$ cat src/rtl/mult_arb_pkg.sv
// mult_arb_pkg
// Shared types and helpers for the multiplier arbiter:
//   state_e    - sequencer states (IDLE -> CALC -> DONE -> IDLE)
//   DEF_*      - default operand width and requester count
//   rr_pick()  - round-robin winner search over a request vector
package mult_arb_pkg;

    typedef enum logic [1:0] {
        IDLE = 2'd0,
        CALC = 2'd1,
        DONE = 2'd2
    } state_e;

    localparam int DEF_WIDTH   = 4;
    localparam int DEF_NUM_REQ = 4;

    // Upper bound on requesters the pick helper can scan.
    localparam int MAX_REQ  = 32;
    localparam int MAX_ID_W = 5;

    typedef struct packed {
        logic                valid;
        logic [MAX_ID_W-1:0] idx;
    } rr_pick_t;

    // First set bit of req at or above ptr, wrapping modulo num_req.
    function automatic rr_pick_t rr_pick(input logic [MAX_REQ-1:0] req,
                                         input int                 num_req,
                                         input int                 ptr);
        rr_pick_t r;
        int       k;
        r = '0;
        for (int i = 0; i < MAX_REQ; i++) begin
            if (i < num_req && !r.valid) begin
                k = (ptr + i) % num_req;
                if (req[MAX_ID_W'(k)]) begin
                    r.valid = 1'b1;
                    r.idx   = MAX_ID_W'(k);
                end
            end
        end
        return r;
    endfunction

endpackage

$ cat src/rtl/mult_arbiter_shift_add_core.sv
// shift_add_core
// Sequential shift-add multiplier: one partial product per step.
// Ports:
//   clk, reset (async, active-low)
//   load       - capture a/b, clear accumulator and bit counter
//   a, b       - WIDTH-bit unsigned operands
//   step       - accumulate the partial product for the current bit
//   acc        - 2*WIDTH-bit running product
//   count_done - high while the current step handles the last bit of b
module shift_add_core
    import mult_arb_pkg::*;
#(
    parameter int WIDTH = DEF_WIDTH
) (
    input  logic               clk,
    input  logic               reset,
    input  logic               load,
    input  logic [WIDTH-1:0]   a,
    input  logic [WIDTH-1:0]   b,
    input  logic               step,
    output logic [2*WIDTH-1:0] acc,
    output logic               count_done
);

    localparam int CNT_W = (WIDTH > 1) ? $clog2(WIDTH) : 1;

    logic [WIDTH-1:0]   r_a;
    logic [WIDTH-1:0]   r_b;
    logic [2*WIDTH-1:0] r_acc;
    logic [CNT_W-1:0]   r_cnt;
    logic [2*WIDTH-1:0] w_addend;

    // Width-extend before shifting so high partial-product bits are kept.
    assign w_addend   = r_b[r_cnt] ? ((2*WIDTH)'(r_a) << r_cnt) : '0;
    assign count_done = (r_cnt == CNT_W'(WIDTH - 1));
    assign acc        = r_acc;

    always_ff @(posedge clk or negedge reset) begin
        if (!reset) begin
            r_a   <= '0;
            r_b   <= '0;
            r_acc <= '0;
            r_cnt <= '0;
        end else if (load) begin
            r_a   <= a;
            r_b   <= b;
            r_acc <= '0;
            r_cnt <= '0;
        end else if (step) begin
            r_acc <= r_acc + w_addend;
            r_cnt <= r_cnt + 1'b1;
        end
    end

endmodule

$ cat src/rtl/mult_arbiter.sv
// mult_arbiter
// Round-robin arbiter sharing one shift-add multiplier among NUM_REQ clients.
// Ports:
//   clk, reset (async, active-low)
//   req      - per-requester request level (sampled only in IDLE)
//   a_in     - packed multiplicands, slice i for requester i
//   b_in     - packed multipliers, slice i for requester i
//   gnt      - one-hot pulse in the cycle operands are captured
//   done     - one-hot pulse in the cycle the product is valid
//   product  - result of the last completed operation
//   prod_id  - requester index of the last completed operation
//   busy     - high in CALC and DONE
module mult_arbiter
    import mult_arb_pkg::*;
#(
    parameter int WIDTH   = DEF_WIDTH,
    parameter int NUM_REQ = DEF_NUM_REQ,
    parameter int ID_W    = $clog2(NUM_REQ)
) (
    input  logic                     clk,
    input  logic                     reset,
    input  logic [NUM_REQ-1:0]       req,
    input  logic [NUM_REQ*WIDTH-1:0] a_in,
    input  logic [NUM_REQ*WIDTH-1:0] b_in,
    output logic [NUM_REQ-1:0]       gnt,
    output logic [NUM_REQ-1:0]       done,
    output logic [2*WIDTH-1:0]       product,
    output logic [ID_W-1:0]          prod_id,
    output logic                     busy
);

    state_e             r_state;
    state_e             w_next;
    logic [ID_W-1:0]    r_rr_ptr;
    logic [ID_W-1:0]    r_id;
    logic [ID_W-1:0]    r_prod_id;
    logic [2*WIDTH-1:0] r_product;

    rr_pick_t           w_pick;
    logic [ID_W-1:0]    w_win_id;
    logic [WIDTH-1:0]   w_a_sel;
    logic [WIDTH-1:0]   w_b_sel;
    logic               w_load;
    logic               w_step;
    logic               w_count_done;
    logic [2*WIDTH-1:0] w_acc;

    assign w_pick   = rr_pick(MAX_REQ'(req), NUM_REQ, int'(r_rr_ptr));
    assign w_win_id = ID_W'(w_pick.idx);
    assign w_a_sel  = a_in[w_win_id*WIDTH +: WIDTH];
    assign w_b_sel  = b_in[w_win_id*WIDTH +: WIDTH];

    shift_add_core #(
        .WIDTH (WIDTH)
    ) u_core (
        .clk        (clk),
        .reset      (reset),
        .load       (w_load),
        .a          (w_a_sel),
        .b          (w_b_sel),
        .step       (w_step),
        .acc        (w_acc),
        .count_done (w_count_done)
    );

    always_ff @(posedge clk or negedge reset) begin
        if (!reset) begin
            r_state <= IDLE;
        end else begin
            r_state <= w_next;
        end
    end

    always_ff @(posedge clk or negedge reset) begin
        if (!reset) begin
            r_rr_ptr  <= '0;
            r_id      <= '0;
            r_prod_id <= '0;
            r_product <= '0;
        end else begin
            if (w_load) begin
                r_id <= w_win_id;
            end
            if (r_state == DONE) begin
                r_product <= w_acc;
                r_prod_id <= r_id;
                r_rr_ptr  <= (r_id == ID_W'(NUM_REQ - 1)) ? '0 : r_id + 1'b1;
            end
        end
    end

    always_comb begin
        w_next = r_state;
        gnt    = '0;
        done   = '0;
        w_load = 1'b0;
        w_step = 1'b0;
        busy   = 1'b0;
        case (r_state)
            IDLE: begin
                // Gated by reset so no grant is shown while the block is held in reset.
                if (w_pick.valid && reset) begin
                    gnt    = NUM_REQ'(1) << w_win_id;
                    w_load = 1'b1;
                    w_next = CALC;
                end
            end
            CALC: begin
                busy   = 1'b1;
                w_step = 1'b1;
                if (w_count_done) begin
                    w_next = DONE;
                end
            end
            DONE: begin
                busy   = 1'b1;
                done   = NUM_REQ'(1) << r_id;
                w_next = IDLE;
            end
            default: begin
                w_next = IDLE;
            end
        endcase
    end

    // In DONE the accumulator is already final; the registers hold it afterwards.
    assign product = (r_state == DONE) ? w_acc : r_product;
    assign prod_id = (r_state == DONE) ? r_id  : r_prod_id;

endmodule
$ cat config.mk
export PLATFORM = sky130hd
export DESIGN_NAME = mult_arbiter
export DESIGN_NICKNAME = d
export VERILOG_FILES = /design/src/rtl/mult_arb_pkg.sv /design/src/rtl/mult_arbiter_shift_add_core.sv /design/src/rtl/mult_arbiter.sv
export SDC_FILE = /design/constraint.sdc
export NUM_CORES = 1
export LEC_CHECK = 0
export CAP_MARGIN = 30
export CORE_AREA = 2 2 80 82
export CTS_CLUSTER_DIAMETER = 120
export DETAILED_ROUTE_END_ITERATION = 16
export DIE_AREA = 0 0 82 84
export PLACE_DENSITY_LB_ADDON = 0.05
export SYNTH_ARGS = -nofsm -noshare
export SYNTH_HDL_FRONTEND = slang
export SYNTH_HIERARCHICAL = 1
export SYNTH_SLANG_ARGS = --single-unit
$ cat constraint.sdc
create_clock -name clk -period 2.5 [get_ports clk]
set_input_delay 0.5 -clock clk [delete_from_list [all_inputs] [get_ports clk]]
set_output_delay 0.5 -clock clk [all_outputs]
set_load 0.02 [all_outputs]
==> results of run 1 <==
## cell families after synthesis
group	after synthesis
simple gates	95
fa+ha+maj	16
mux	29
xor+xnor	3
compound gates	55
buf+inv	27
flops	34
## cells in the final DEF (no fill, tap or decap), types with 3 or more instances in the layout
cell type / netlist / routed
a21bo_2: 6 / 6
a21oi_1: 7 / 6
a221oi_1: 8 / 8
a32oi_1: 8 / 8
and2_1: 10 / 9
buf_12: 0 / 3
buf_2: 6 / 4
buf_4: 0 / 32
clkbuf_8: 0 / 5
clkdlybuf4s50_1: 0 / 38
dfrtp_1: 34 / 33
dlygate4sd2_1: 0 / 12
ha_1: 15 / 12
ha_4: 0 / 3
inv_1: 7 / 7
mux2_2: 21 / 21
mux2i_1: 6 / 6
nand2_1: 15 / 15
nand3_1: 18 / 18
nor2_1: 12 / 12
nor2b_1: 8 / 8
nor3_1: 5 / 3
nor3b_1: 8 / 8
nor4_1: 8 / 8
o21ai_0: 4 / 4
xnor2_1: 3 / 3
## layer usage
layer	wire, µm	part of all wire	GRT usage
met3	249	0.039	0.0357
met4	88	0.014	0.0515
met1	3040	0.47	0.266
met2	3060	0.48	0.305
met5	0	0	0
## final timing paths
| check | slack [ps] | end | startpoint |
|---|---|---|---|
| min in group asynchronous | 690 | r_prod_id[0]$_DFF_PN0_ | reset |
| worst max register to register | 140 | u_core/acc[5]$_DFFE_PN0P_ | u_core/r_cnt[0]$_DFFE_PN0P_ |
| worst max-delay path | 60 | gnt[1] | req[0] |
| worst min-delay path | 500 | r_product[2]$_DFF_PN0_ | r_product[2]$_DFF_PN0_ |
| max in group asynchronous | 1470 | u_core/r_cnt[0]$_DFFE_PN0P_ | reset |
| worst min register to register | 500 | r_product[2]$_DFF_PN0_ | r_product[2]$_DFF_PN0_ |
## registers in the layout, indices dropped and copies added, names as in the netlist
name and count:
r_prod_id 2, r_id 2, u_core/r_cnt 2, r_product 8, u_core/r_b 4, u_core/acc 8
r_state 2, u_core/r_a 4, r_rr_ptr 2
## area by class of cell
type / instances / area, µm² / area share
flip-flops and latches: 34 / 852 / 0.237
clock buffers: 5 / 68.8 / 0.0192
clock inverters: 3 / 68.8 / 0.0192
repair buffers: 92 / 863 / 0.240
multi-input cells: 198 / 1620 / 0.450
inverters: 7 / 26.3 / 0.00732
well taps: 77 / 96.3 / 0.0268
## report_power, final
group | leakage (nW) | internal, mW | switching, mW | total (mW)
registers | 0.433 | 0.776 | 0.168 | 0.944
logic | 1.16 | 1.29 | 1.19 | 2.48
clock network | 0.0683 | 0.400 | 0.211 | 0.611
## repair_timing
action | in CTS | in global routing
gates cloned | 1 | 0
setup buffers | 1 | 0
endpoints found under the hold margin | 0 | 0
endpoints found under the setup margin | 12 | 7
pin swaps | 1 | 2
resized for setup | 39 | 9
## worst max-delay path, stage by stage
cell	delay, ps
dlygate4sd2_1	250
nor2b_1	150
or4b_4	570
and2_4	170
nor3_1	120
buf_2	190
## per-stage QoR
step                instances  hold WS [ps]  total power, mW  cell area [µm²]
floorplan                 259           204             2.49             2550
global placement          406           477             3.26             3360
detailed placement        406           484             3.28             3360
CTS                       416           501             3.96             3540
global route              416           515             4.37             3590
finish                    416           497             4.04             3590
==> metrics.md, run 1 <==
| Metric | Value |
|---|---|
| Port bufs | `56` |
| WP data arrival | `1940 ps` |
| Synth top area cells | `dfrtp_1, mux2_2, ha_1` |
| CTS hold repair buffers | `0` |
| Simple-gate share of the synthesized area | `0.210` |
| RSZ-0062 raised after global routing | `yes` |
| Worst-skew pair later-pin latency | `280 ps` |
| Routability congestion estimate | `0.843` |
| Post-Syn Nets | `313` |
| Crit-path max FO | `3` |
| Setup Skew | `4.25 ps` |
| Pwr/cell area | `1120 nW/µm²` |
| Yosys cell types | `50` |
| Number of synthesized flops with an enable pin | `0` |
| Mux cell area share after synthesis | `0.134` |
| Setup WS post-layout | `58.1 ps` |
| Ant. Diodes | `0` |
| Rows | `29` |
| Die area | `6890 µm²` |
| Compound-Gate Fraction of Synth Area | `0.177` |
| Final Max Slew Viols | `0` |
| Slew @ Worst Pin | `468 ps` |
| Hold Crit Depth | `1` |
| Initial antenna violation count | `0` |
| Hold Fails Final Rpt | `0` |
| Synth warn | `6` |
| Starting DRT DRC Count | `130` |
| Seq/Total Area, Yosys | `0.334` |
| Tmin final | `2440 ps` |
| Die W | `82 µm` |
| Gr ovfl total | `0` |
| Peak supply drop | `0.521 mV` |
| Post-Synth Adder-Cell Area | `0.0817` |
| Critical Path RT | `2000 ps` |
| Largest family of logic cells by synthesized area | `simple AND/OR/NAND/NOR gates` |
| Yosys reg bits | `34` |
| Drt first pass iters | `5` |
| First-pass GRT wire length | `10.4 mm` |
| Area of the core | `6100 µm²` |
| Outcome | `finished, final reports clean` |
| Largest buffer count on any clock path | `2` |
| Final period util | `0.977` |
| CP Capture Type | `primary output` |
| Die height | `84 µm` |
| Number of global-route vias before repair | `2163` |
| Clock root cell | `clkbuf_8` |
| Max-slew headroom | `0.684` |
| Synth top cells by count | `dfrtp_1, mux2_2, nand3_1` |
| Vias | `2263` |
| Yosys top cell by area | `dfrtp_1` |
| Max-cap violation count | `0` |
| DRC errors left | `0` |
| Yosys top cell area share | `0.334` |
| Final core occ | `0.589` |
| CTS Buf Count | `5` |
| Synth Cell Area | `2540 µm²` |
| Post-DP HPWL | `4.75 mm` |
| # IOs | `57` |
| Worst-path clk slew | `70 ps` |
| H-Tree Level Count | `2` |
| Depth of the most critical reg-to-reg path | `7` |
| CTS tree | `done` |
| Leakage Power | `1.67 nW` |
| Post-DR vias/cell | `5.44` |
| Final antenna-violating net count | `0` |
| Share of flip-flops with an asynchronous set or reset | `1.00` |
| Worst min-delay path category | `reg -> reg` |
| Element type at the critical path start | `input port` |
| Ys flop type | `dfrtp_1` |
| Global Route Usage Sum | `0.192` |
| Filler cells | `547` |
| Dpl ws | `-616 ps` |
| Highest clock rate | `410 MHz` |
| Cells after synthesis | `259` |
| Syn avg cell area | `9.82 µm²` |
| Setup Total Neg Slack | `0 ps` |
| CTS sink count | `34` |
| Fin nets | `392` |
| Routed len/inst | `15.5 µm` |
| Crit Path Category | `in -> out` |
| Synth Area in XOR/XNOR | `0.0103` |
| Count leader, synth | `dfrtp_1` |
| Final WL | `6.44 mm` |
| Layout cells sized above 1 | `0.265` |
| Initial Utilization | `0.417` |
| Area delta synth->final | `41.2%` |
| Final setup fails | `0` |
| Pin count of the biggest net entering global routing | `35` |
Power figures use the tool's default switching activity.
==> run 2: changes to the inputs <==
--- a/config.mk
+++ b/config.mk
@@ -7,6 +7,7 @@
 export LEC_CHECK = 0
 export CAP_MARGIN = 30
 export CORE_AREA = 2 2 80 82
+export CTS_BUF_LIST = sky130_fd_sc_hd__clkbuf_4
 export CTS_CLUSTER_DIAMETER = 120
 export DETAILED_ROUTE_END_ITERATION = 16
 export DIE_AREA = 0 0 82 84
==> run 2 against run 1 <==
Net effect: flip-flop and latch count did not move; non-clock buffer count unchanged; register-to-register slack is essentially flat; clock skew up 6.3 ps; die area unchanged; final area down 0.87%; fmax down 0.86%; clock power decreased by 15%; via count decreased by 0.57%; critical endpoint unchanged.
==> metrics.md, run 2 (synthesized netlist as in run 1, its figures left out) <==
| Metric | Value |
|---|---|
| Vias | `2250 (was 2263)` |
| Peak supply drop | `0.539 mV (was 0.521 mV)` |
| Starting DRT DRC Count | `125 (was 130)` |
| Final WL | `6.40 mm (was 6.44 mm)` |
| Routability congestion estimate | `0.843 (unchanged)` |
| Slew @ Worst Pin | `474 ps (was 468 ps)` |
| Die W | `82 µm (unchanged)` |
| Max-slew headroom | `0.680 (was 0.684)` |
| CP cell instances | `dlygate4sd2_1 > nor2b_2 > or4b_4 > and2_4 > nor3_1 > buf_2 (was dlygate4sd2_1 > nor2b_1 > or4b_4 > and2_4 > nor3_1 > buf_2)` |
| WP buf/inv | `2 (unchanged)` |
| Setup Skew | `10.6 ps (was 4.25 ps)` |
| Pin count of the biggest net entering global routing | `35 (unchanged)` |
| Worst Setup SP | `req[2] (was req[0])` |
| Leakage Power | `1.63 nW (was 1.67 nW)` |
| Crit-path max FO | `3 (unchanged)` |
| Final Max Slew Viols | `0 (unchanged)` |
| Multi-input combinational cell area | `1620 µm² (about the same)` |
| Gr ovfl total | `0 (unchanged)` |
| Initial antenna violation count | `0 (unchanged)` |
| WP data arrival | `1960 ps (was 1940 ps)` |
| Clock root cell | `clkbuf_4 (was clkbuf_8)` |
| Rows | `29 (unchanged)` |
| H-Tree Level Count | `2 (unchanged)` |
| Element type at the critical path start | `input port (unchanged)` |
| Most common cell after layout, fill and taps aside | `clkdlybuf4s50_1 (unchanged)` |
| Worst path slowest cell | `or4b_4 (unchanged)` |
| Largest buffer count on any clock path | `2 (unchanged)` |
| First-pass GRT wire length | `10.4 mm (about the same)` |
| Final core occ | `0.584 (was 0.589)` |
| Routed len/inst | `15.4 µm (was 15.5 µm)` |
| Layout cells sized above 1 | `0.271 (was 0.265)` |
| Die area | `6890 µm² (unchanged)` |
| Worst-path clk slew | `110 ps (was 70 ps)` |
| CP Capture Type | `primary output (unchanged)` |
| Port bufs | `56 (unchanged)` |
| Die height | `84 µm (unchanged)` |
| Highest clock rate | `406 MHz (was 410 MHz)` |
| Final Total Pwr | `3.93 mW (was 4.04 mW)` |
| CTS Buf Count | `5 (unchanged)` |
| Filler cells | `557 (was 547)` |
| Reg-to-reg startpoint | `u_core/r_cnt[0]$_DFFE_PN0P_ (unchanged)` |
| Reg area | `852 µm² (unchanged)` |
| Final period util | `0.985 (was 0.977)` |
| Critical Path RT | `2000 ps (about the same)` |
| Hold Fails Final Rpt | `0 (unchanged)` |
| Setup Total Neg Slack | `0 ps (unchanged)` |
| DRC errors left | `0 (unchanged)` |
| Worst-skew pair later-pin latency | `340 ps (was 280 ps)` |
| Post-DR vias/cell | `5.41 (was 5.44)` |
| Placed cell area | `3360 µm² (unchanged)` |
| Final setup fails | `0 (unchanged)` |
| Most frequent cells in the layout | `clkdlybuf4s50_1, buf_4, dfrtp_1, mux2_2, nand3_1 (was clkdlybuf4s50_1, dfrtp_1, buf_4, mux2_2, nand3_1)` |
| Global Route Usage Sum | `0.192 (about the same)` |
| Number of global-route vias before repair | `2144 (was 2163)` |
| Area of the core | `6100 µm² (unchanged)` |
| CTS sink count | `34 (unchanged)` |
| Pwr/cell area | `1110 nW/µm² (was 1120 nW/µm²)` |
| Crit Path Category | `in -> out (unchanged)` |
| Hold Crit Start | `r_prod_id[1]$_DFF_PN0_ (was r_product[2]$_DFF_PN0_)` |
| Worst min-delay path category | `reg -> reg (unchanged)` |
| CTS tree | `done (unchanged)` |
| Fin nets | `392 (unchanged)` |
| Crit-path max cell delay | `560 ps (was 570 ps)` |
| Setup WS post-layout | `36.9 ps (was 58.1 ps)` |
| Post-DP HPWL | `4.75 mm (unchanged)` |
| Drt first pass iters | `7 (was 5)` |
| CP delay by family, top | `simple AND/OR/NAND/NOR gates (unchanged)` |
| CTS hold repair buffers | `0 (unchanged)` |
| Max-cap violation count | `0 (unchanged)` |
| Final antenna-violating net count | `0 (unchanged)` |
| Area delta synth->final | `39.9% (was 41.2%)` |
| Fin area | `3560 µm² (was 3590 µm²)` |
| Dpl ws | `-616 ps (unchanged)` |
| # IOs | `57 (unchanged)` |
| Outcome | `finished, final reports clean (unchanged)` |
| Initial Utilization | `0.417 (unchanged)` |
| Ant. Diodes | `0 (unchanged)` |
| Tmin final | `2460 ps (was 2440 ps)` |
[run 2: changes by cell type in the layout (fill, tap and decap cells not counted), sizes merged]
cell | before | now
dlygate4sd2 | 12 | 14
dlymetal6s2s | 2 | 0
[run 2: path summary, 6_finish.rpt]
path	to	slack, ps	cells past startpoint
max in group asynchronous	u_core/r_cnt[0]$_DFFE_PN0P_	1530	2
min in group asynchronous	r_prod_id[0]$_DFF_PN0_	640	2
max reg2reg	u_core/acc[5]$_DFFE_PN0P_	130	7
max	gnt[1]	40	6
min	r_prod_id[1]$_DFF_PN0_	510	1
min reg2reg	r_prod_id[1]$_DFF_PN0_	510	1
[run 2: through the flow]
stage / hold slack [ps] / instances
after global routing: 526 / 416
final: 507 / 416
after CTS: 512 / 416
after floorplan: 204 / 259
after global placement: 477 / 406
after detailed placement: 484 / 406
[run 2: layout make-up]
type,instances,area share
clock buffers,5,0.0105
clock inverters,3,0.0193
inverters,7,0.00738
multi-input cells,198,0.455
flip-flops and latches,34,0.239
well taps,77,0.0271
repair buffers,92,0.241
[run 2: worst reg2reg max path: stages, from the launching register on]
cell,delay [ps]
dfrtp_2,430
mux4_2,520
and2_1,210
ha_4,240
a21oi_1,150
nor2b_1,70
or4_1,390
a32o_1,260
[run 2: per-layer routing]
metal / GRT usage / routed length (µm) / vias to the layer above
li1: - / - / 1131
met1: 0.266 / 2990 / 1049
met2: 0.300 / 3010 / 61
met3: 0.0357 / 294 / 9
met4: 0.0561 / 113 / 0
met5: 0 / 0 / -
[run 2: timing repair]
action                                  CTS  global route
gates cloned                              1             0
setup buffers                             1             0
pin swaps                                 1             4
resized for setup                        42             9
endpoints found under the setup margin   15             3
[run 2: where the power goes]
part           internal [mW]  leakage, nW  total, mW  switching (mW)
clock network          0.313       0.0554      0.517           0.205
logic                   1.29         1.14       2.47            1.19
registers              0.774        0.433      0.943           0.169
total                   2.37         1.63       3.93            1.56
==> run 3: changes to the inputs <==
--- a/config.mk
+++ b/config.mk
@@ -11,6 +11,7 @@
 export CTS_CLUSTER_DIAMETER = 120
 export DETAILED_ROUTE_END_ITERATION = 16
 export DIE_AREA = 0 0 82 84
+export DONT_BUFFER_PORTS = 1
 export PLACE_DENSITY_LB_ADDON = 0.05
 export SYNTH_ARGS = -nofsm -noshare
 export SYNTH_HDL_FRONTEND = slang
==> run 3 against run 2 <==
Net effect: flip-flop and latch count unchanged; clock power down 47%; die area unchanged; fmax up 3.3%; largest cell class unchanged.
==> metrics.md, run 3 (synthesized netlist as in run 1, its figures left out) <==
| Metric | Value |
|---|---|
| Postcts setup bufs | `0 (was 1)` |
| Element type at the critical path start | `flip-flop (was input port)` |
| CTS Buf Count | `5 (unchanged)` |
| H-Tree Level Count | `2 (unchanged)` |
| Setup Skew | `5.99 ps (was 10.6 ps)` |
| Routed len/inst | `16.8 µm (was 15.4 µm)` |
| Drt first pass iters | `5 (was 7)` |
| Initial antenna violation count | `1 (was 0)` |
| Reg area | `851 µm² (was 852 µm²)` |
| Slew @ Worst Pin | `531 ps (was 474 ps)` |
| CTS tree | `done (unchanged)` |
| Critical Path RT | `2730 ps (was 2000 ps)` |
| Max-cap violation count | `0 (unchanged)` |
| Final Max Slew Viols | `0 (unchanged)` |
| Number of global-route vias before repair | `1987 (was 2144)` |
| Most frequent cells in the layout | `dfrtp_1, buf_4, mux2_2, nand3_1, nand2_1 (was clkdlybuf4s50_1, buf_4, dfrtp_1, mux2_2, nand3_1)` |
| Gr ovfl total | `0 (unchanged)` |
| Global Route Usage Sum | `0.179 (was 0.192)` |
| Most common cell after layout, fill and taps aside | `dfrtp_1 (was clkdlybuf4s50_1)` |
| Placed cell area | `2740 µm² (was 3360 µm²)` |
| Worst-skew pair later-pin latency | `330 ps (was 340 ps)` |
| Pwr/cell area | `1180 nW/µm² (was 1110 nW/µm²)` |
| Port bufs | `0 (was 56)` |
| Final WL | `5.90 mm (was 6.40 mm)` |
| Hold Fails Final Rpt | `0 (unchanged)` |
| Filler cells | `609 (was 557)` |
| Die height | `84 µm (unchanged)` |
| Peak supply drop | `0.410 mV (was 0.539 mV)` |
| DRC errors left | `0 (unchanged)` |
| Vias | `2058 (was 2250)` |
| Final period util | `0.953 (was 0.985)` |
| Largest buffer count on any clock path | `2 (unchanged)` |
| Crit-path max FO | `7 (was 3)` |
| Layout cells sized above 1 | `0.270 (was 0.271)` |
| Pin count of the biggest net entering global routing | `35 (unchanged)` |
| Leakage Power | `1.28 nW (was 1.63 nW)` |
| Starting DRT DRC Count | `78 (was 125)` |
| Final antenna-violating net count | `0 (unchanged)` |
| Area of the core | `6100 µm² (unchanged)` |
| Clock root cell | `clkbuf_4 (unchanged)` |
| Fin area | `2860 µm² (was 3560 µm²)` |
| Die area | `6890 µm² (unchanged)` |
| Routability congestion estimate | `0.839 (was 0.843)` |
| Rows | `29 (unchanged)` |
| Area delta synth->final | `12.4% (was 39.9%)` |
| Die W | `82 µm (unchanged)` |
| Setup Total Neg Slack | `0 ps (unchanged)` |
| Multi-input combinational cell area | `1610 µm² (was 1620 µm²)` |
| Crit Path Category | `reg -> reg (was in -> out)` |
| Worst-path clk slew | `100 ps (was 110 ps)` |
| Tmin final | `2380 ps (was 2460 ps)` |
| Highest clock rate | `420 MHz (was 406 MHz)` |
| # IOs | `57 (unchanged)` |
| Post-DP HPWL | `4.38 mm (was 4.75 mm)` |
| Post-DR vias/cell | `5.85 (was 5.41)` |
| Final setup fails | `0 (unchanged)` |
| CTS sink count | `34 (unchanged)` |
| First-pass GRT wire length | `9.63 mm (was 10.4 mm)` |
| Fin nets | `329 (was 392)` |
| CP Capture Type | `flip-flop (was primary output)` |
| Outcome | `finished, final reports clean (unchanged)` |
| Worst min-delay path category | `in -> reg (was reg -> reg)` |
| WP data arrival | `2610 ps (was 1960 ps)` |
| Max-slew headroom | `0.645 (was 0.680)` |
| Initial Utilization | `0.417 (unchanged)` |
run 3: cell types whose count changed in the layout (fill, tap and decap cells not counted), moves of 2 or more:
cell	change
buf_2	-3
buf_4	-7
dlygate4sd2_1	-14
clkdlybuf4s50_1	-38
buf_12	-2
bufinv_16	-2
run 3: cell type report:
class	count	area share
flip-flops and latches	34	0.297
clock inverters	1	0.00131
multi-input cells	198	0.562
repair buffers	29	0.0827
clock buffers	5	0.0131
inverters	7	0.00919
diodes	1	0.000875
well taps	77	0.0337
run 3: layer usage:
metal  part of all wire  vias up  track usage
li1                   -     1010            -
met1               0.48      983        0.256
met2               0.45       54        0.269
met3              0.058       11       0.0411
met4              0.013        0       0.0500
met5                  0        -            0
run 3: final timing paths:
kind,from,end,slack (ps),depth (start not counted)
min,reset,r_state[1]$_DFFE_PN0P_,500,4
max reg2reg,u_core/r_cnt[0]$_DFFE_PN0P_,u_core/acc[5]$_DFFE_PN0P_,120,7
max in group asynchronous,reset,u_core/r_b[3]$_DFFE_PN0P_,1710,2
min reg2reg,u_core/r_b[2]$_DFFE_PN0P_,u_core/r_b[2]$_DFFE_PN0P_,550,1
min in group asynchronous,reset,r_prod_id[0]$_DFF_PN0_,610,2
max,u_core/r_cnt[0]$_DFFE_PN0P_,u_core/acc[5]$_DFFE_PN0P_,120,7
run 3: power breakdown:
| part | switching (mW) | internal [mW] |
|---|---|---|
| clock network | 0.178 | 0.0961 |
| logic | 1.14 | 1.02 |
| registers | 0.165 | 0.773 |
run 3: worst max-delay path, stage by stage, from the launching register on:
cell     delay (ps)
dfrtp_1         430
mux4_2          540
and2_1          160
ha_2            300
nand2_1          70
nor3_1           50
or4_1           460
a32o_1          260
run 3: repair_timing:
action | in CTS | in global routing
hold buffers | 2 | 0
resized for setup | 0 | 9
hold endpoints to repair | 34 | 0
setup endpoints to repair | 0 | 3
run 3: stage by stage:
step	util	cells	hold WS [ps]	total power [mW]	setup slack, ps
after floorplan	-	259	204	2.49	-145
after global placement	0.449	343	205	2.98	105
after detailed placement	0.449	343	205	2.99	80.5
after CTS	0.461	351	484	3.29	59.7
after global routing	0.469	352	509	3.69	-3.46
final	0.469	352	503	3.38	116
==> RTL edit 1 (config.mk and constraints of run 1) <==
Encoding of `state_e`: now one-hot (3 bits for 3 states).
--- a/src/rtl/mult_arb_pkg.sv
+++ b/src/rtl/mult_arb_pkg.sv
@@ -6,8 +6,8 @@
 package mult_arb_pkg;
 
-    typedef enum logic [1:0] {
-        IDLE = 2'd0,
-        CALC = 2'd1,
-        DONE = 2'd2
+    typedef enum logic [2:0] {
+        IDLE = 3'b001,
+        CALC = 3'b010,
+        DONE = 3'b100
     } state_e;
 
Formal check against the unedited RTL: same outputs for any inputs over 4 cycles, from zero or initial values and one cycle with reset low; so few cycles prove little.
==> RTL edit 1 against run 1 <==
Sequential share of layout area is 4.2 points higher; sequential cell count is 1 higher; core utilization is 7.3 points lower; worst setup slack better by 53 ps; first-iteration DRC count is 24% lower; wire length is 20% lower; via count is 19% lower; critical path type is now reg -> reg; synthesized area is 11% lower; design area is 12% lower; register-to-register slack worse by 30 ps.
Power is not compared: it rests on default switching activity, and its combinational part moved more than twofold at a synthesized area within 25%.
==> RTL edit 1: results (changes against run 1) <==
route:
  routedWlPerCell_um: 14.2  # -8.5%
  first_pass_iters: 7  # +2
  vias_per_cell: 5.01  # -7.8%
  wl_mm: 5.16  # -20%
  drt-initial-drc-count: 99  # -24%
logic_synthesis:
  syn_area_per_cell_um2: 10.6  # +8.3%
  yosys_warnings: 6  # unchanged
  ys_top_cells_by_area: "dfrtp_1 38%, mux2_2 10%, ha_1 6.7%, mux2i_1 5.8%, a21oi_1 3.1%"
  synth.distinct_cells: 48  # -4.0%
  postSynthNetCount: 263  # -16%
  yosys-top-cells-count: "34 x dfrtp_1, 21 x mux2_2, 16 x nor2_1, 14 x a21oi_1, 13 x mux2i_1"
  ys.flop_type: "dfrtp_1"
  synth_edf_count: 0  # unchanged
  ys_async_sr_fraction_pct: 100  # unchanged
  yosysSeqAreaShare_pct: 38.9  # +5.5 points
grt:
  first_global_vias: 1797  # -17%
  grt_max_degree: 36  # +2.9%
  grt_use_total_pct: 16.2  # -3.0 points
  antenna_found_initial: 0  # unchanged
  grt_pass1_wl_mm: 8.74  # -16%
placed_design:
  place_inst: 355  # -13%
  gp_congestion: 0.818  # -3.0%
  io_buffers: 56  # unchanged
  dp_hpwl_mm: 3.93  # -17%
layout:
  fillerInstances: 589  # +7.7%
  finalNetCount: 337  # -14%
  drive_gt1_share_pct: 25.8  # -0.76 points
  diodes: 0  # unchanged
min_path:
  hold_class: "in -> async"
sta:
  slew_headroom_pct: 60.6  # -7.8 points
  skew_ps: 7.49  # +3.24 ps
worst_setup_path:
  worstRegToRegCells: 8  # +1
  crit_path_max_fanout: 5  # +2
  slowest_delay_ps: 470  # -100 ps
  crit_end: "u_core/acc[5]$_DFFE_PN0P_"
  slowest_stage: "or4_1"
  arrival_ps: 2570  # +630 ps
  rr_endpoint: "u_core/acc[5]$_DFFE_PN0P_"
  cp-start-kind: "flop"
  rrSetupSlack_ps: 110  # -30 ps
clocking:
  insertion_delay_ps: 290
  clk_path_buf_depth: 2  # unchanged
  numCtsBuffers: 5  # unchanged
  root_buffer: "clkbuf_8"
  path_clk_slew_ps: 80
outcome:
  outcome: "finished, final reports clean"
[RTL edit 1: cell types whose count changed in the layout (fill, tap and decap cells not counted), moves of 8 or more]
cell      before  now
nand2b_1       0   11
nor4_1         8    0
a32oi_1        8    0
a221oi_1       8    0
nand3_1       18    2
a22oi_1        0    8
buf_4         32   19
[RTL edit 1: layout make-up]
| cell class | instances | area share [%] |
|---|---|---|
| sequential | 35 | 27.9 |
| clock buffer | 5 | 2.19 |
| inverter | 5 | 0.596 |
| multi-input combinational | 163 | 43.0 |
| tap | 77 | 3.06 |
| clock inverter | 3 | 1.39 |
| timing repair buffer | 76 | 21.9 |
[RTL edit 1: stage by stage]
stage / hold slack, ps / cell area, um^2 / setup WS [ps]
finish: 259 / 3150 / 111
global route: 303 / 3150 / 2.44
floorplan: 204 / 2250 / 145
global placement: 478 / 3000 / -290
CTS: 284 / 3100 / 2.27
detailed placement: 485 / 3000 / -320
[RTL edit 1: critical path: cells and delay by family (launching register included)]
kind,cells,cell delay (ps)
adders and majority gates,1,310
and+or+nand+nor,3,700
AOI/OAI and AO/OA,3,680
buffers and inverters,1,160
DFF,1,440
[RTL edit 1: kinds of logic (layout without fill, tap and decap cells)]
logic type / count (synthesis) / count (layout) / share of synthesized area [%]
adder cells (fa/ha/maj): 13 / 13 / 7.55
multiplexers: 36 / 36 / 18.3
flip-flops: 35 / 35 / 38.9
XOR/XNOR: 3 / 3 / 1.17
AND/OR/NAND/NOR: 66 / 66 / 16.7
AO/OA/AOI/OAI: 45 / 45 / 14.4
buffers and inverters: 14 / 89 / 3.05
[RTL edit 1: where the power goes]
part	internal [mW]	switching (mW)
clock network	0.297	0.214
logic	0.640	0.575
registers	0.727	0.145
total	1.66	0.934
[RTL edit 1: how the worst min path moves through the flow]
| stage | cells past startpoint | startpoint | endpoint |
|---|---|---|---|
| 2_1_floorplan | 0 | reset | r_id[0]$_DFFE_PN0P_ |
| 3_3_place_gp | 1 | r_product[2]$_DFF_PN0_ | r_product[2]$_DFF_PN0_ |
| 3_5_place_dp | 1 | r_product[0]$_DFF_PN0_ | r_product[0]$_DFF_PN0_ |
| 4_1_cts | 2 | reset | r_rr_ptr[0]$_DFFE_PN0P_ |
| 5_1_grt | 2 | reset | r_rr_ptr[1]$_DFFE_PN0P_ |
| 6_report | 2 | reset | r_rr_ptr[0]$_DFFE_PN0P_ |
[RTL edit 1: metal layers]
| metal | wire length [um] | part of all wire (%) | track usage, % |
|---|---|---|---|
| met5 | 0 | 0 | 0 |
| met4 | 32 | 0.62 | 3.64 |
| met3 | 143 | 2.8 | 3.25 |
| met2 | 2610 | 51 | 26.8 |
| met1 | 2370 | 46 | 21.8 |
[RTL edit 1: timing repair]
action,CTS,global route
setup endpoints to repair,18,12
setup buffers,0,1
hold endpoints to repair,0,0
pin swaps,1,2
resized for setup,17,22
==> RTL edit 2 (flow settings as in run 1) <==
Made on the original files. Change the package constant `MAX_REQ` from 32 to 64.
--- a/src/rtl/mult_arb_pkg.sv
+++ b/src/rtl/mult_arb_pkg.sv
@@ -16,5 +16,5 @@
 
     // Upper bound on requesters the pick helper can scan.
-    localparam int MAX_REQ  = 32;
+    localparam int MAX_REQ  = 64;
     localparam int MAX_ID_W = 5;
 
Function: kept (equiv_simple and equiv_induct, registers matched by name and starting in step).
==> RTL edit 2 against run 1 <==
Total power shrank 7.1%; final cell count decreased by 8.2%; critical path depth rose by 1; worst hold slack lost 10 ps; clock skew is 4.5 ps higher; global-route usage decreased by 2.7 points; wire length decreased by 17%; synthesized area fell by 8.2%; count of clock-buffer cells in the layout is the same; worst setup slack got worse by 2.2 ps; non-clock buffer count decreased by 3; design area shrank 7.0%; sequential cell count stayed put; critical path type unchanged.
==> RTL edit 2: results (changes against run 1) <==
outcome:
  outcome: "finished, final reports clean"
grt:
  first_global_vias: 1885  # -13%
  grt_use_met3_pct: 3.68  # +0.11 points
  use_met1_pct: 22.0  # -4.7 points
  grt_use_total_pct: 16.5  # -2.7 points
  use_met2_pct: 26.5  # -4.0 points
  grt_pass1_wl_mm: 8.89  # -15%
min_path:
  holdPathEnd: "r_prod_id[0]$_DFF_PN0_"
  hold_class: "reg -> reg"
  hold_start: "r_prod_id[0]$_DFF_PN0_"
sta:
  skew_ps: 8.72  # +4.47 ps
  worst_slew_pin_slew_ps: 467  # -0.520 ps
placed_design:
  gp_congestion: 0.788  # -6.6%
  io_buffers: 56  # unchanged
  placed_area_um2: 3150  # -6.3%
  dp_hpwl_mm: 4.22  # -11%
  place_inst: 372  # -8.4%
logic_synthesis:
  yosysSeqAreaShare_pct: 36.4  # +3.0 points
  ys_top_cells_by_area: "dfrtp_1 36%, ha_1 8.0%, mux2_2 7.2%, mux2i_1 5.1%, a22oi_2 4.3%"
  netlist_instances: 219  # -15%
  synth.distinct_cells: 52  # +4.0%
  yosys-top-cells-count: "34 x dfrtp_1, 15 x a21oi_1, 15 x ha_1, 15 x mux2_2, 14 x nand2_1"
  postSynthNetCount: 273  # -13%
  ys.flop_type: "dfrtp_1"
  yosys_warnings: 6  # unchanged
power_and_ir_drop:
  ir_worst_vdd_mv: 0.522  # +0.18%
  power.leakage_nw: 1.59  # -4.8%
route:
  met3_length_um: 165  # -34%
  routedWlPerCell_um: 13.9  # -10%
  wl_met2_mm: 2.57  # -16%
  highest_layer: "met4"
  vias_per_cell: 5.07  # -6.9%
  first_pass_iters: 4  # -1
  wl_mm: 5.32  # -17%
  met1_length_mm: 2.52  # -17%
  drt-initial-drc-count: 63  # -52%
worst_setup_path:
  crit_end: "gnt[2]"
  crit_family: "buffers and inverters"
  end_kind: "primary output"
  slowest_delay_ps: 530  # -40 ps
  crit_path_max_fanout: 4  # +1
  crit_start: "req[3]"
  r2r-start: "u_core/r_cnt[0]$_DFFE_PN0P_"
  slowest_stage: "clkdlybuf4s50_1"
clocking:
  insertion_delay_ps: 290
  path_clk_slew_ps: 70  # about the same
  cts_max_level: 2  # unchanged
layout:
  finalNetCount: 358  # -8.7%
  drive_gt1_share_pct: 30.2  # +3.6 points
  fillerInstances: 572  # +4.6%
[RTL edit 2: cell count changes after synthesis, moves of 4 or more]
cell	delta
a21oi_1	+8
a32oi_1	-8
mux2i_1	+6
mux2_1	+6
nand3_1	-16
nor2b_1	-4
a21bo_2	-6
mux2_2	-6
clkbuf_1	-5
a221oi_1	-8
nor3b_1	-8
a22oi_2	+8
nor4_1	-8
[RTL edit 2: cells by family after synthesis]
group | after synthesis | synth area share, %
flip-flops | 34 | 36.4
adder cells (fa/ha/maj) | 16 | 8.89
AO/OA/AOI/OAI | 51 | 17.5
multiplexers | 35 | 17.2
buffers and inverters | 20 | 4.55
XOR/XNOR | 3 | 1.13
AND/OR/NAND/NOR | 60 | 14.4
[RTL edit 2: cell type report]
| cell class | count | area [um^2] | area share [%] |
|---|---|---|---|
| Multi-Input combinational cell | 165 | 1460 | 43.8 |
| Sequential cell | 34 | 852 | 25.5 |
| Timing Repair Buffer | 89 | 779 | 23.3 |
| Tap cell | 77 | 96.3 | 2.88 |
| Clock buffer | 5 | 68.8 | 2.06 |
| Clock inverter | 3 | 45.0 | 1.35 |
| Inverter | 9 | 33.8 | 1.01 |
[RTL edit 2: power by group]
part	leakage [nW]	total, mW	internal, mW	switching (mW)
combinational	1.10	2.28	1.17	1.10
clock	0.0504	0.509	0.297	0.213
sequential	0.433	0.966	0.781	0.185
total	1.59	3.75	2.25	1.50
[RTL edit 2: what timing repair did]
action                                  CTS  global route
gates cloned                              0             0
endpoints found under the setup margin   19             6
gates resized for setup                  33            17
setup buffers                             1             1
pin swaps                                 1             2
[RTL edit 2: per-stage QoR]
stage	worst slack, ps	hold slack [ps]
6_report	55.9	486
5_1_grt	-5.15	506
4_1_cts	21.1	486
3_5_place_dp	-429	474
3_3_place_gp	-370	468
2_1_floorplan	145	204
